--- config.mk ---
export PLATFORM = sky130hd
export DESIGN_NAME = i2c_wb_bridge
export DESIGN_NICKNAME = d
export VERILOG_FILES = /design/src/rtl/i2c_wb_bridge.sv
export SDC_FILE = /design/constraint.sdc
export NUM_CORES = 1
export LEC_CHECK = 0
export CAP_MARGIN = 25
export CORE_MARGIN = 3
export CORE_UTILIZATION = 31
export CTS_CLUSTER_SIZE = 40
export DETAILED_ROUTE_END_ITERATION = 7
export GPL_ROUTABILITY_DRIVEN = 0
export PLACE_DENSITY = 0.68
export SETUP_SLACK_MARGIN = 0.15
export SYNTH_ARGS = -nofsm -noshare
export SYNTH_HDL_FRONTEND = slang
export SYNTH_SLANG_ARGS = --single-unit
--- constraint.sdc ---
create_clock -name clk_i -period 3.3 [get_ports clk_i]
set_input_delay 0.66 -clock clk_i [delete_from_list [all_inputs] [get_ports clk_i]]
set_output_delay 0.66 -clock clk_i [all_outputs]
set_load 0.01 [all_outputs]
--- src/rtl/i2c_wb_bridge.sv ---
// Bridges an I2C-slave byte stream (control byte, address bytes, data bytes) onto
// single-beat Wishbone B3 classic master cycles, for both writes and prefetching reads.
module i2c_wb_bridge #(
    parameter int DW        = 32,
    parameter int AW        = 16,
    parameter int ADR_BYTES = 2,
    parameter int AUTO_INC  = 1
) (
    input  logic            clk_i,
    input  logic            rst_i,
    input  logic [7:0]      rx_dat_i,
    input  logic            rx_valid_i,
    input  logic            stop_i,
    output logic [7:0]      tx_dat_o,
    output logic            tx_valid_o,
    input  logic            tx_ready_i,
    output logic [AW-1:0]   wb_adr_o,
    output logic [DW-1:0]   wb_dat_o,
    output logic [DW/8-1:0] wb_sel_o,
    output logic            wb_we_o,
    output logic            wb_cyc_o,
    output logic            wb_stb_o,
    output logic [2:0]      wb_cti_o,
    output logic [1:0]      wb_bte_o,
    input  logic [DW-1:0]   wb_dat_i,
    input  logic            wb_ack_i,
    input  logic            wb_err_i,
    output logic            err_o,
    output logic            busy_o
);
    localparam int            SW        = DW / 8;
    localparam logic [1:0]    ADR_LAST  = 2'(ADR_BYTES - 1);
    localparam logic [1:0]    WORD_LAST = 2'(SW - 1);
    localparam logic [AW-1:0] ADR_STEP  = (AUTO_INC != 0) ? AW'(SW) : '0;

    typedef enum logic [2:0] {
        S_IDLE,
        S_ADDR,
        S_WDATA,
        S_WB_WR,
        S_RD_REQ,
        S_TX
    } state_t;

    state_t        state_q, state_d;
    logic          rd_q, rd_d;
    logic [AW-1:0] adr_q, adr_d;
    logic [1:0]    cnt_q, cnt_d;
    logic [DW-1:0] dat_q, dat_d;
    logic          stop_q, stop_d;
    logic          err_q, err_d;
    logic          cyc_q, cyc_d;
    logic          we_q, we_d;

    always_ff @(posedge clk_i or posedge rst_i) begin
        if (rst_i) begin
            state_q <= S_IDLE;
            rd_q    <= 1'b0;
            adr_q   <= '0;
            cnt_q   <= '0;
            dat_q   <= '0;
            stop_q  <= 1'b0;
            err_q   <= 1'b0;
            cyc_q   <= 1'b0;
            we_q    <= 1'b0;
        end else begin
            state_q <= state_d;
            rd_q    <= rd_d;
            adr_q   <= adr_d;
            cnt_q   <= cnt_d;
            dat_q   <= dat_d;
            stop_q  <= stop_d;
            err_q   <= err_d;
            cyc_q   <= cyc_d;
            we_q    <= we_d;
        end
    end

    always_comb begin
        state_d = state_q;
        rd_d    = rd_q;
        adr_d   = adr_q;
        cnt_d   = cnt_q;
        dat_d   = dat_q;
        stop_d  = stop_q;
        err_d   = err_q;
        cyc_d   = cyc_q;
        we_d    = we_q;
        unique case (state_q)
            S_IDLE: begin
                stop_d = 1'b0;
                if (rx_valid_i && !stop_i) begin
                    rd_d    = rx_dat_i[0];
                    adr_d   = '0;
                    cnt_d   = '0;
                    state_d = S_ADDR;
                end
            end
            S_ADDR: begin
                if (stop_i) begin
                    state_d = S_IDLE;
                end else if (rx_valid_i) begin
                    adr_d = AW'({adr_q, rx_dat_i});
                    if (cnt_q == ADR_LAST) begin
                        cnt_d = '0;
                        if (rd_q) begin
                            // Read cycle starts on the very first RD_REQ clock.
                            state_d = S_RD_REQ;
                            cyc_d   = 1'b1;
                        end else begin
                            state_d = S_WDATA;
                        end
                    end else begin
                        cnt_d = cnt_q + 2'd1;
                    end
                end
            end
            S_WDATA: begin
                if (stop_i) begin
                    state_d = S_IDLE;
                end else if (rx_valid_i) begin
                    dat_d = DW'({dat_q, rx_dat_i});
                    if (cnt_q == WORD_LAST) begin
                        cnt_d   = '0;
                        cyc_d   = 1'b1;
                        we_d    = 1'b1;
                        state_d = S_WB_WR;
                    end else begin
                        cnt_d = cnt_q + 2'd1;
                    end
                end
            end
            S_WB_WR: begin
                // A stop here must not abort the bus cycle; remember it for later.
                stop_d = stop_q | stop_i;
                if (wb_ack_i || wb_err_i) begin
                    cyc_d = 1'b0;
                    we_d  = 1'b0;
                    if (wb_err_i) begin
                        err_d = 1'b1;
                    end else begin
                        adr_d = adr_q + ADR_STEP;
                    end
                    state_d = (stop_q || stop_i) ? S_IDLE : S_WDATA;
                end
            end
            S_RD_REQ: begin
                stop_d = stop_q | stop_i;
                if (wb_ack_i || wb_err_i) begin
                    cyc_d   = 1'b0;
                    dat_d   = wb_err_i ? '0 : wb_dat_i;
                    err_d   = err_q | wb_err_i;
                    cnt_d   = '0;
                    state_d = (stop_q || stop_i) ? S_IDLE : S_TX;
                end
            end
            S_TX: begin
                if (stop_i) begin
                    state_d = S_IDLE;
                end else if (tx_ready_i) begin
                    dat_d = dat_q << 8;
                    if (cnt_q == WORD_LAST) begin
                        // Word fully sent: step the address and prefetch the next one.
                        cnt_d   = '0;
                        adr_d   = adr_q + ADR_STEP;
                        cyc_d   = 1'b1;
                        state_d = S_RD_REQ;
                    end else begin
                        cnt_d = cnt_q + 2'd1;
                    end
                end
            end
            default: state_d = S_IDLE;
        endcase
    end

    assign tx_dat_o   = dat_q[DW-1 -: 8];
    assign tx_valid_o = (state_q == S_TX);
    assign wb_adr_o   = adr_q;
    assign wb_dat_o   = dat_q;
    assign wb_sel_o   = {SW{cyc_q}};
    assign wb_we_o    = we_q;
    assign wb_cyc_o   = cyc_q;
    assign wb_stb_o   = cyc_q;
    assign wb_cti_o   = 3'b000;
    assign wb_bte_o   = 2'b00;
    assign err_o      = err_q;
    assign busy_o     = (state_q != S_IDLE);
endmodule

==> reports/qor.yml, run 1 <==
run_status:
  outcome: "finished, final reports clean"
die:
  rows: 38
  die_area_sq_mm: 0.01253
  die_w_um: 111.9
  io_pins: 118
  die_h_um: 111.9
  initial_core_util: 0.3195
  core_area_sq_mm: 0.01089
yosys:
  ys_types: 51
  syn_avg_cell_area_sq_um: 8.302
  ys_seq_area_frac: 0.4173
  synthMuxAreaShare: 0.009353
  synth_cells: 419
  synth_edf_count: 0
  synthFlopType: "dfrtp_1"
  synthXorXnorAreaFrac: 0
  netlist_area_sq_mm: 0.003478
  yosysWarnings: 0
  synth_top_family_by_area: "compound AO/OA/AOI/OAI gates"
  synth_area_leader_cell: "dfrtp_1"
  synth_compound_area_frac: 0.2619
  synthSimpleGateAreaFrac: 0.2036
  synth_top_area_frac: 0.4173
  async_flop_share: 1.000
  yosys.area_share.adder: 0.01439
  synth_area_leaders: "dfrtp_1 42%, o21ai_0 8.3%, a21oi_1 6.5%, nand2_1 5.4%, nor3b_1 5.2%"
  synth_seq_cells: 58
cells_and_area:
  areaGrowthSynthToFinish_pct: 37.45
  final_cell_mix: "112 x clkdlybuf4s50_1, 58 x o21ai_0, 58 x dfrtp_1, 50 x nand2_1, 45 x a21oi_1"
  drive_above_1_share: 0.06863
  diodes: 0
  design_area_sq_mm: 0.004781
  multi_input_area_sq_mm: 0.001728
  seq_area_sq_mm: 0.001451
  nets: 556
  nFillCells: 1091
  final_common_cell: "clkdlybuf4s50_1"
  final_util: 0.4391
critical_path:
  cp_data_required_time_ns: 3.54
  path_cells: "nand2b_1 -> nor2_1 -> o22ai_2 -> o21ai_0 -> o21ai_0"
  crit_type: "reg -> reg"
  critPathCaptureType: "register"
  cp_common_cell: "o21ai_0"
  start_kind: "register"
  max_stage_delay_ns: 0.79
  cp_top_family: "compound AO/OA/AOI/OAI gates"
  path_buf_inv: 0
  slowest_stage: "o22ai_2"
  r2r-start: "state_q[1]$_DFFE_PP0P_"
  arrival_ns: 2.89
  critPathMaxFanout: 28
  crit_path_start: "state_q[1]$_DFFE_PP0P_"
grt:
  overflow: 0
  grt_max_degree: 65
  grtUsageTotal: 0.1585
  grt_pass1_vias: 3205
  grt_pass1_wl_mm: 16.35
  antenna_found_initial: 0
timing:
  slew_headroom: 0.3440
  hold-worst-slack_ns: 0.4603
  clock_skew_ns: 0.009274
  tns_ns: 0
  worstMarginPinSlew_ns: 0.9840
  slew_viol_final: 0
  max_freq_mhz: 377.5
  hold_violations: 0
  fin_crit_sh: 0.8027
  finalSetupViolCount: 0
  fin_crit_ns: 2.649
  rsz0062_at_grt: "no"
routing:
  drc: 0
  first_iter_violations: 256
  num_vias: 3391
  wl_per_cell_um: 15.57
  via_per_inst: 5.217
  ant_nets: 0
  wl_mm: 10.12
  drt-pass1-iter-count: 5
clock_tree:
  clockBufferDepth: 2
  htree_levels: 3
  path_clk_slew_ns: 0.06
  cts_tree: "yes"
  numClockSinks: 58
  clockRootBuffer: "clkbuf_8"
  ctsResizeCount: 0
  cts_setup_buffers: 0
  clock_latency_ns: 0.33
  cts_inserted_buffers: 9
  cts_hold_buf: 0
power_and_ir_drop:
  power.switching_mw: 1.533
  clkPwrFrac: 0.177
  leakage_nw: 1.849
  swShare: 0.4056
  power.density_mw_per_mm2: 790.6
  ir_worst_vdd_v: 0.0003382
  pwr-share-seq: 0.346
  p_int_mw: 2.247
  total_power_mw: 3.780
  combPwrFrac: 0.477
hold_path:
  min_from: "err_o$_DFFE_PP0P_"
  hold_path.class: "reg -> reg"
placed_design:
  hpwl_mm: 7.214
  portBuffers: 112
  placed_area_sq_mm: 0.004577
flow_run:
  maxCapViolations: 0
-- per-layer routing --
metal	vias to the layer above	wire [um]	GRT usage	share of wire
met2	135	4673	0.2450	0.46
met3	11	580	0.02772	0.057
met1	1600	4749	0.2245	0.47
li1	1645	-	-	-
met5	-	0	0	0
met4	0	119	0.05353	0.012
-- power by group through the flow --
stage	sequential (mW)	clock, mW	combinational [mW]
3_5_place_dp	1.32	0	1.81
6_report	1.31	0.668	1.80
4_1_cts	1.31	0.685	1.82
2_1_floorplan	1.30	0	1.00
5_1_grt	1.35	0.726	1.99
3_3_place_gp	1.31	0	1.77
-- stage by stage --
stage	setup slack, ns	std cells
finish	0.6511	650
global route	0.3948	650
CTS	0.6564	650
detailed placement	0.4317	634
global placement	0.5231	634
floorplan	1.212	423
-- cells in the mapped netlist (all sizes together), types with 2 or more instances --
master  number
mux2         2
a32oi        2
o22ai        7
nor2        25
inv         15
ha           4
nor4         4
o21ai       62
a21oi       45
nand2b       6
nor3        10
a22oi       15
or3b         2
nor3b       24
or2          4
buf         32
a22o         3
nand3        6
o31a         3
nand2       50
dfrtp       58
a21o         3
nand3b       2
o21bai       2
clkbuf      15
nor2b        2
-- state kept, by name (all words and copies together) (netlist names) --
name,flops
wb_dat_o,32
wb_adr_o,16
state_q,3
cnt_q,2
err_o,1
rd_q,1
stop_q,1
wb_cyc_o,1
wb_we_o,1
-- path summary, 6_finish.rpt --
| check | depth (start not counted) | slack (ns) | end |
|---|---|---|---|
| worst min-delay path | 1 | 0.46 | err_o$_DFFE_PP0P_ |
| min in group asynchronous | 3 | 0.85 | wb_dat_o[28]$_DFFE_PP0P_ |
| worst max-delay path | 5 | 0.65 | wb_adr_o[9]$_DFFE_PP0P_ |
| max in group asynchronous | 3 | 1.91 | state_q[1]$_DFFE_PP0P_ |
| worst max register to register | 5 | 0.65 | wb_adr_o[9]$_DFFE_PP0P_ |
| worst min register to register | 1 | 0.46 | err_o$_DFFE_PP0P_ |
-- logic make-up after synthesis --
| kind of cell | after synthesis |
|---|---|
| compound gates | 152 |
| mux | 3 |
| simple gates | 139 |
| fa+ha+maj | 4 |
| buf+inv | 62 |
| flops | 58 |
| other cells | 1 |
-- cell type report --
type / instances / area share
inverters: 15 / 0.01178
flip-flops and latches: 58 / 0.3036
clock buffers: 10 / 0.02879
clock inverters: 6 / 0.01387
multi-input cells: 303 / 0.3614
well taps: 140 / 0.03664
repair buffers: 118 / 0.2439
-- worst register-to-register path, stage by stage, from the launching register on --
cell and delay, ns:
dfrtp_1 0.76, nand2b_1 0.55, nor2_1 0.12, o22ai_2 0.79
o21ai_0 0.22, o21ai_0 0.12
Note: power is estimated with default switching activity, not from simulation.
==> run 2: changes to the inputs <==
- PLACE_DENSITY: 0.68 -> 0.7
- clock period: 3.3 -> 2.4 ns (I/O delays scaled with it)
==> run 2 against run 1 <==
  * Global-route usage increased by 0.48 points
  * Worst hold slack worse by 0.0039 ns
  * Flip-flop and latch count unchanged
  * Setup slack worse by 0.40 ns
  * Final cell count grew 2.3%
  * Total power up 44%
  * Highest routed layer unchanged
  * Design area is 3.7% higher
  * Clock skew down 0.0011 ns
  * First-iteration DRC count down 20%
  * Register-to-register slack worse by 0.25 ns
==> reports/qor.yml, run 2 (same netlist as run 1, synthesis figures left out) <==
die:
  die_w_um: 111.9  # unchanged
  die_h_um: 111.9  # unchanged
  core_area_sq_mm: 0.01089  # unchanged
  rows: 38  # unchanged
  initial_core_util: 0.3195  # unchanged
  io_pins: 118  # unchanged
  die_area_sq_mm: 0.01253  # unchanged
routing:
  num_vias: 3464  # +2.2%
  via_per_inst: 5.209  # -0.15%
  wl_mm: 10.40  # +2.7%
  drc: 0  # unchanged
  drt-pass1-iter-count: 4  # -1
  first_iter_violations: 205  # -20%
  ant_nets: 0  # unchanged
  wl_per_cell_um: 15.63  # +0.38%
timing:
  finalSetupViolCount: 0  # unchanged
  clock_skew_ns: 0.008135  # -0.001139 ns
  tns_ns: 0  # unchanged
  fin_crit_ns: 2.146
  slew_viol_final: 0  # unchanged
  max_freq_mhz: 465.9
  fin_crit_sh: 0.8943
  hold-worst-slack_ns: 0.4564  # -0.003903 ns
  worstMarginPinSlew_ns: 0.6136  # -0.3703 ns
  worst_slack_ns: 0.2538  # -0.3973 ns
  hold_violations: 0  # unchanged
  rsz0062_at_grt: "no"
  slew_headroom: 0.5909  # +0.2469
clock_tree:
  cts_tree: "yes"
  numClockSinks: 58  # unchanged
  clockBufferDepth: 2  # unchanged
  htree_levels: 3  # unchanged
  clock_latency_ns: 0.33  # about the same
  path_clk_slew_ns: 0.07  # about the same
  clockRootBuffer: "clkbuf_8"
  cts_inserted_buffers: 9  # unchanged
critical_path:
  critPathMaxFanout: 17  # -39%
  cp_data_required_time_ns: 1.92  # -1.62 ns
  critPathCaptureType: "output port"
  crit_type: "reg -> out"
  arrival_ns: 1.67  # -1.22 ns
  start_kind: "register"
power_and_ir_drop:
  pwr-share-seq: 0.328  # -0.018
  power.density_mw_per_mm2: 1100  # +39%
  swShare: 0.3916  # -0.01396
  clkPwrFrac: 0.183  # +0.006
  ir_worst_vdd_v: 0.0004179  # +24%
  total_power_mw: 5.453  # +44%
  p_int_mw: 3.317  # +48%
  leakage_nw: 1.949  # +5.4%
  combPwrFrac: 0.489  # +0.012
  power.switching_mw: 2.136  # +39%
placed_design:
  portBuffers: 112  # unchanged
  hpwl_mm: 7.504  # +4.0%
  preCtsSetupSlack_ns: 0.06278  # -0.3690 ns
  placed_area_sq_mm: 0.004720  # +3.1%
cells_and_area:
  drive_above_1_share: 0.1029  # +0.03423
  largest_reg_flops: 32  # unchanged
  design_area_sq_mm: 0.004959  # +3.7%
  final_cell_mix: "112 x clkdlybuf4s50_1, 58 x o21ai_0, 55 x dfrtp_1, 50 x nand2_1, 45 x a21oi_1"
  final_common_cell: "clkdlybuf4s50_1"
  nFillCells: 1064  # -2.5%
  nets: 571  # +2.7%
  areaGrowthSynthToFinish_pct: 42.55
  diodes: 0  # unchanged
grt:
  grtUsageTotal: 0.1633  # +0.004789
  grt_max_degree: 65  # unchanged
  grt_pass1_vias: 3414  # +6.5%
  antenna_found_initial: 0  # unchanged
  overflow: 0  # unchanged
  grt_pass1_wl_mm: 17.02  # +4.1%
run_status:
  outcome: "finished, final reports clean"
hold_path:
  hold_path.class: "reg -> reg"
flow_run:
  maxCapViolations: 0  # unchanged
run 2: cell types whose count changed in the layout (fill, tap and decap cells not counted), moves of 2 or more:
cell	previous run	this run
buf_4	6	18
buf_12	0	3
dfrtp_1	58	55
dfrtp_2	0	3
clkinvlp_4	3	1
run 2: worst max-delay path, cell delays in order (launching register included):
cell and delay, ns:
dfrtp_2 0.52, nand3b_1 0.22, inv_1 0.07, clkdlybuf4s50_1 0.52
run 2: through the flow:
step | utilization | cells
finish | 0.4554 | 665
global route | 0.4554 | 665
floorplan | - | 423
CTS | 0.4546 | 665
detailed placement | 0.4335 | 648
global placement | 0.4335 | 648
run 2: worst paths after layout:
path                            slack (ns)                    from  depth (start not counted)                        to
worst min-delay path                  0.46       err_o$_DFFE_PP0P_                          1         err_o$_DFFE_PP0P_
worst min register to register        0.46       err_o$_DFFE_PP0P_                          1         err_o$_DFFE_PP0P_
worst max-delay path                  0.25  state_q[1]$_DFFE_PP0P_                          3                tx_valid_o
worst max register to register        0.40  state_q[1]$_DFFE_PP0P_                          5  wb_dat_o[15]$_DFFE_PP0P_
max in group asynchronous             1.36                   rst_i                          3    state_q[2]$_DFFE_PP0P_
min in group asynchronous             0.50                   rst_i                          2  wb_dat_o[26]$_DFFE_PP0P_
run 2: power by group through the flow:
stage          registers, mW  clock network, mW  logic, mW
4_1_cts                 1.79               1.03       2.68
3_3_place_gp            1.78                  0       2.60
3_5_place_dp            1.79                  0       2.66
5_1_grt                 1.86               1.07       2.93
2_1_floorplan           1.79                  0       1.38
6_report                1.79              0.998       2.67
run 2: area by class of cell:
type                            count  area, sq um  share of cell area
Timing Repair Buffer              133         1316              0.2655
Tap cell                          140        175.2             0.03533
Clock inverter                      5        77.57             0.01564
Clock buffer                       11        141.4             0.02851
Sequential cell                    58         1455              0.2935
Inverter                           15        56.30             0.01136
Multi-Input combinational cell    303         1737              0.3502
run 2: timing repair:
item,4_1_cts,5_1_grt
cloned,0,0
setup buffers,1,0
endpoints found under the setup margin,2,2
gates resized for setup,3,2
hold buffers,0,0
run 2: metal layers:
layer / track usage / wire, um / vias to the layer above
li1: - / - / 1674
met5: 0 / 0 / -
met4: 0.04380 / 163 / 0
met1: 0.2236 / 4754 / 1623
met2: 0.2614 / 4764 / 149
met3: 0.03641 / 712 / 18
==> run 3: changes to the inputs <==
- CORE_MARGIN: 3 -> unset
==> run 3 against run 2 <==
  * Fmax is 4.2% lower
  * Design area shrank 0.20%
  * First-iteration DRC count shrank 18%
  * Flip-flop and latch count stayed put
  * Sequential power is essentially flat
==> reports/qor.yml, run 3 (same netlist as run 1, synthesis figures left out) <==
critical_path:
  critPathMaxFanout: 13  # -4
  start_kind: "register"
  crit_path_start: "state_q[2]$_DFFE_PP0P_"
  cp_data_required_time_ns: 1.92  # about the same
  arrival_ns: 1.76  # +0.09 ns
  critPathCaptureType: "output port"
  crit_type: "reg -> out"
  ff2ff_setup_slack_ns: 0.36  # -0.04 ns
  r2r-end: "state_q[1]$_DFFE_PP0P_"
  r2r-start: "state_q[1]$_DFFE_PP0P_"
  reg2reg_depth: 5  # unchanged
  endpoint: "tx_valid_o"
routing:
  drc: 0  # unchanged
  via_per_inst: 5.236  # +0.51%
  wl_per_cell_um: 15.37  # -1.7%
  first_iter_violations: 168  # -18%
  ant_nets: 0  # unchanged
  num_vias: 3487  # +0.66%
  wl_mm: 10.24  # -1.5%
  drt-pass1-iter-count: 4  # unchanged
cells_and_area:
  final_common_cell: "clkdlybuf4s50_1"
  areaGrowthSynthToFinish_pct: 42.27
  drive_above_1_share: 0.1046  # +0.001706
  multi_input_area_sq_mm: 0.001734  # -0.14%
  diodes: 0  # unchanged
  final_cell_mix: "112 x clkdlybuf4s50_1, 58 x o21ai_0, 55 x dfrtp_1, 50 x nand2_1, 45 x a21oi_1"
  nFillCells: 1081  # +1.6%
  largest_reg_flops: 32  # unchanged
  seq_area_sq_mm: 0.001455  # unchanged
  nets: 572  # +0.18%
placed_design:
  hpwl_mm: 7.227  # -3.7%
  portBuffers: 112  # unchanged
  preCtsSetupSlack_ns: 0.04182  # -0.02096 ns
die:
  rows: 38  # unchanged
  die_h_um: 107.9  # -3.6%
  io_pins: 118  # unchanged
  core_area_sq_mm: 0.01089  # unchanged
  initial_core_util: 0.3195  # unchanged
  die_area_sq_mm: 0.01165  # -7.0%
  die_w_um: 107.9  # -3.6%
timing:
  rsz0062_at_grt: "yes"
  slew_headroom: 0.5862  # -0.004764
  worst_slack_ns: 0.1599  # -0.09386 ns
  finalSetupViolCount: 0  # unchanged
  tns_ns: 0  # unchanged
  clock_skew_ns: 0.01194  # +0.003807 ns
  worstMarginPinSlew_ns: 0.6199  # +0.006243 ns
  hold_violations: 0  # unchanged
  hold-worst-slack_ns: 0.4767  # +0.02026 ns
  fin_crit_sh: 0.9334  # +0.03911
  slew_viol_final: 0  # unchanged
  fin_crit_ns: 2.240  # +0.09387 ns
  max_freq_mhz: 446.4  # -4.2%
hold_path:
  min_from: "err_o$_DFFE_PP0P_"
  hold_path.class: "reg -> reg"
clock_tree:
  cts_hold_buf: 0  # unchanged
  htree_levels: 3  # unchanged
  cts_inserted_buffers: 9  # unchanged
  numClockSinks: 58  # unchanged
  path_clk_slew_ns: 0.08  # about the same
  cts_tree: "yes"
  clock_latency_ns: 0.35  # +0.02 ns
  clockBufferDepth: 2  # unchanged
  clockRootBuffer: "clkbuf_8"
power_and_ir_drop:
  total_power_mw: 5.392  # -1.1%
  ir_worst_vdd_v: 0.0005820  # +39%
  power.density_mw_per_mm2: 1090  # -0.92%
  leakage_nw: 1.940  # -0.46%
grt:
  grt_pass1_wl_mm: 15.94  # -6.3%
  overflow: 0  # unchanged
  grt_max_degree: 65  # unchanged
  grtUsageTotal: 0.1765  # +0.01326
  grt_pass1_vias: 3154  # -7.6%
  antenna_found_initial: 0  # unchanged
flow_run:
  maxCapViolations: 0  # unchanged
run_status:
  outcome: "finished, final reports clean"
-- run 3: changes by cell type in the layout (fill, tap and decap cells not counted), sizes merged --
cell      before  now
clkinvlp       1    3
buf           21   22
bufinv         2    1
clkbuf        11   10
-- run 3: final cells by class --
| cell class | instances | share of cell area |
|---|---|---|
| clock buffer | 10 | 0.02781 |
| clock inverter | 6 | 0.01340 |
| inverter | 15 | 0.01138 |
| multi-input combinational | 303 | 0.3504 |
| sequential | 58 | 0.2941 |
| tap | 140 | 0.03540 |
| timing repair buffer | 134 | 0.2675 |
-- run 3: how the worst min path moves through the flow --
stage	slack [ns]	end	cells after the start
after floorplan	0.49	err_o$_DFFE_PP0P_	1
after global placement	0.44	err_o$_DFFE_PP0P_	1
after detailed placement	0.45	err_o$_DFFE_PP0P_	1
after CTS	0.47	err_o$_DFFE_PP0P_	1
after global routing	0.49	err_o$_DFFE_PP0P_	1
final	0.48	err_o$_DFFE_PP0P_	1
-- run 3: metrics by stage --
stage	cell area (sq um)	cells	util
after CTS	4912	662	0.4512
after floorplan	3493	423	-
final	4949	666	0.4545
after global placement	4705	646	0.4321
after global routing	4949	666	0.4545
after detailed placement	4705	646	0.4321
-- run 3: what timing repair did --
action | in CTS | in global routing
endpoints found under the hold margin | 0 | 0
resized for setup | 3 | 1
setup endpoints to repair | 2 | 4
buffers inserted | 0 | 4
gates cloned | 0 | 0
-- run 3: power by group --
group	switching [mW]	leakage, nW	total [mW]	internal (mW)
Sequential	0.436	0.748	1.78	1.35
Clock	0.430	0.0945	0.937	0.507
Combinational	1.31	1.10	2.67	1.37
Total	2.17	1.94	5.39	3.22
-- run 3: routing by layer --
metal  GRT usage  part of all wire  up-vias
li1            -                 -     1679
met1      0.2420              0.48     1658
met2      0.2729              0.45      134
met3     0.03390             0.057       16
met4     0.07045             0.014        0
met5           0                 0        -
-- run 3: worst max-delay path, stage by stage (launching register included) --
cell	delay (ns)
dfrtp_2	0.43
buf_4	0.21
nand3b_1	0.16
inv_1	0.08
clkdlybuf4s50_1	0.52
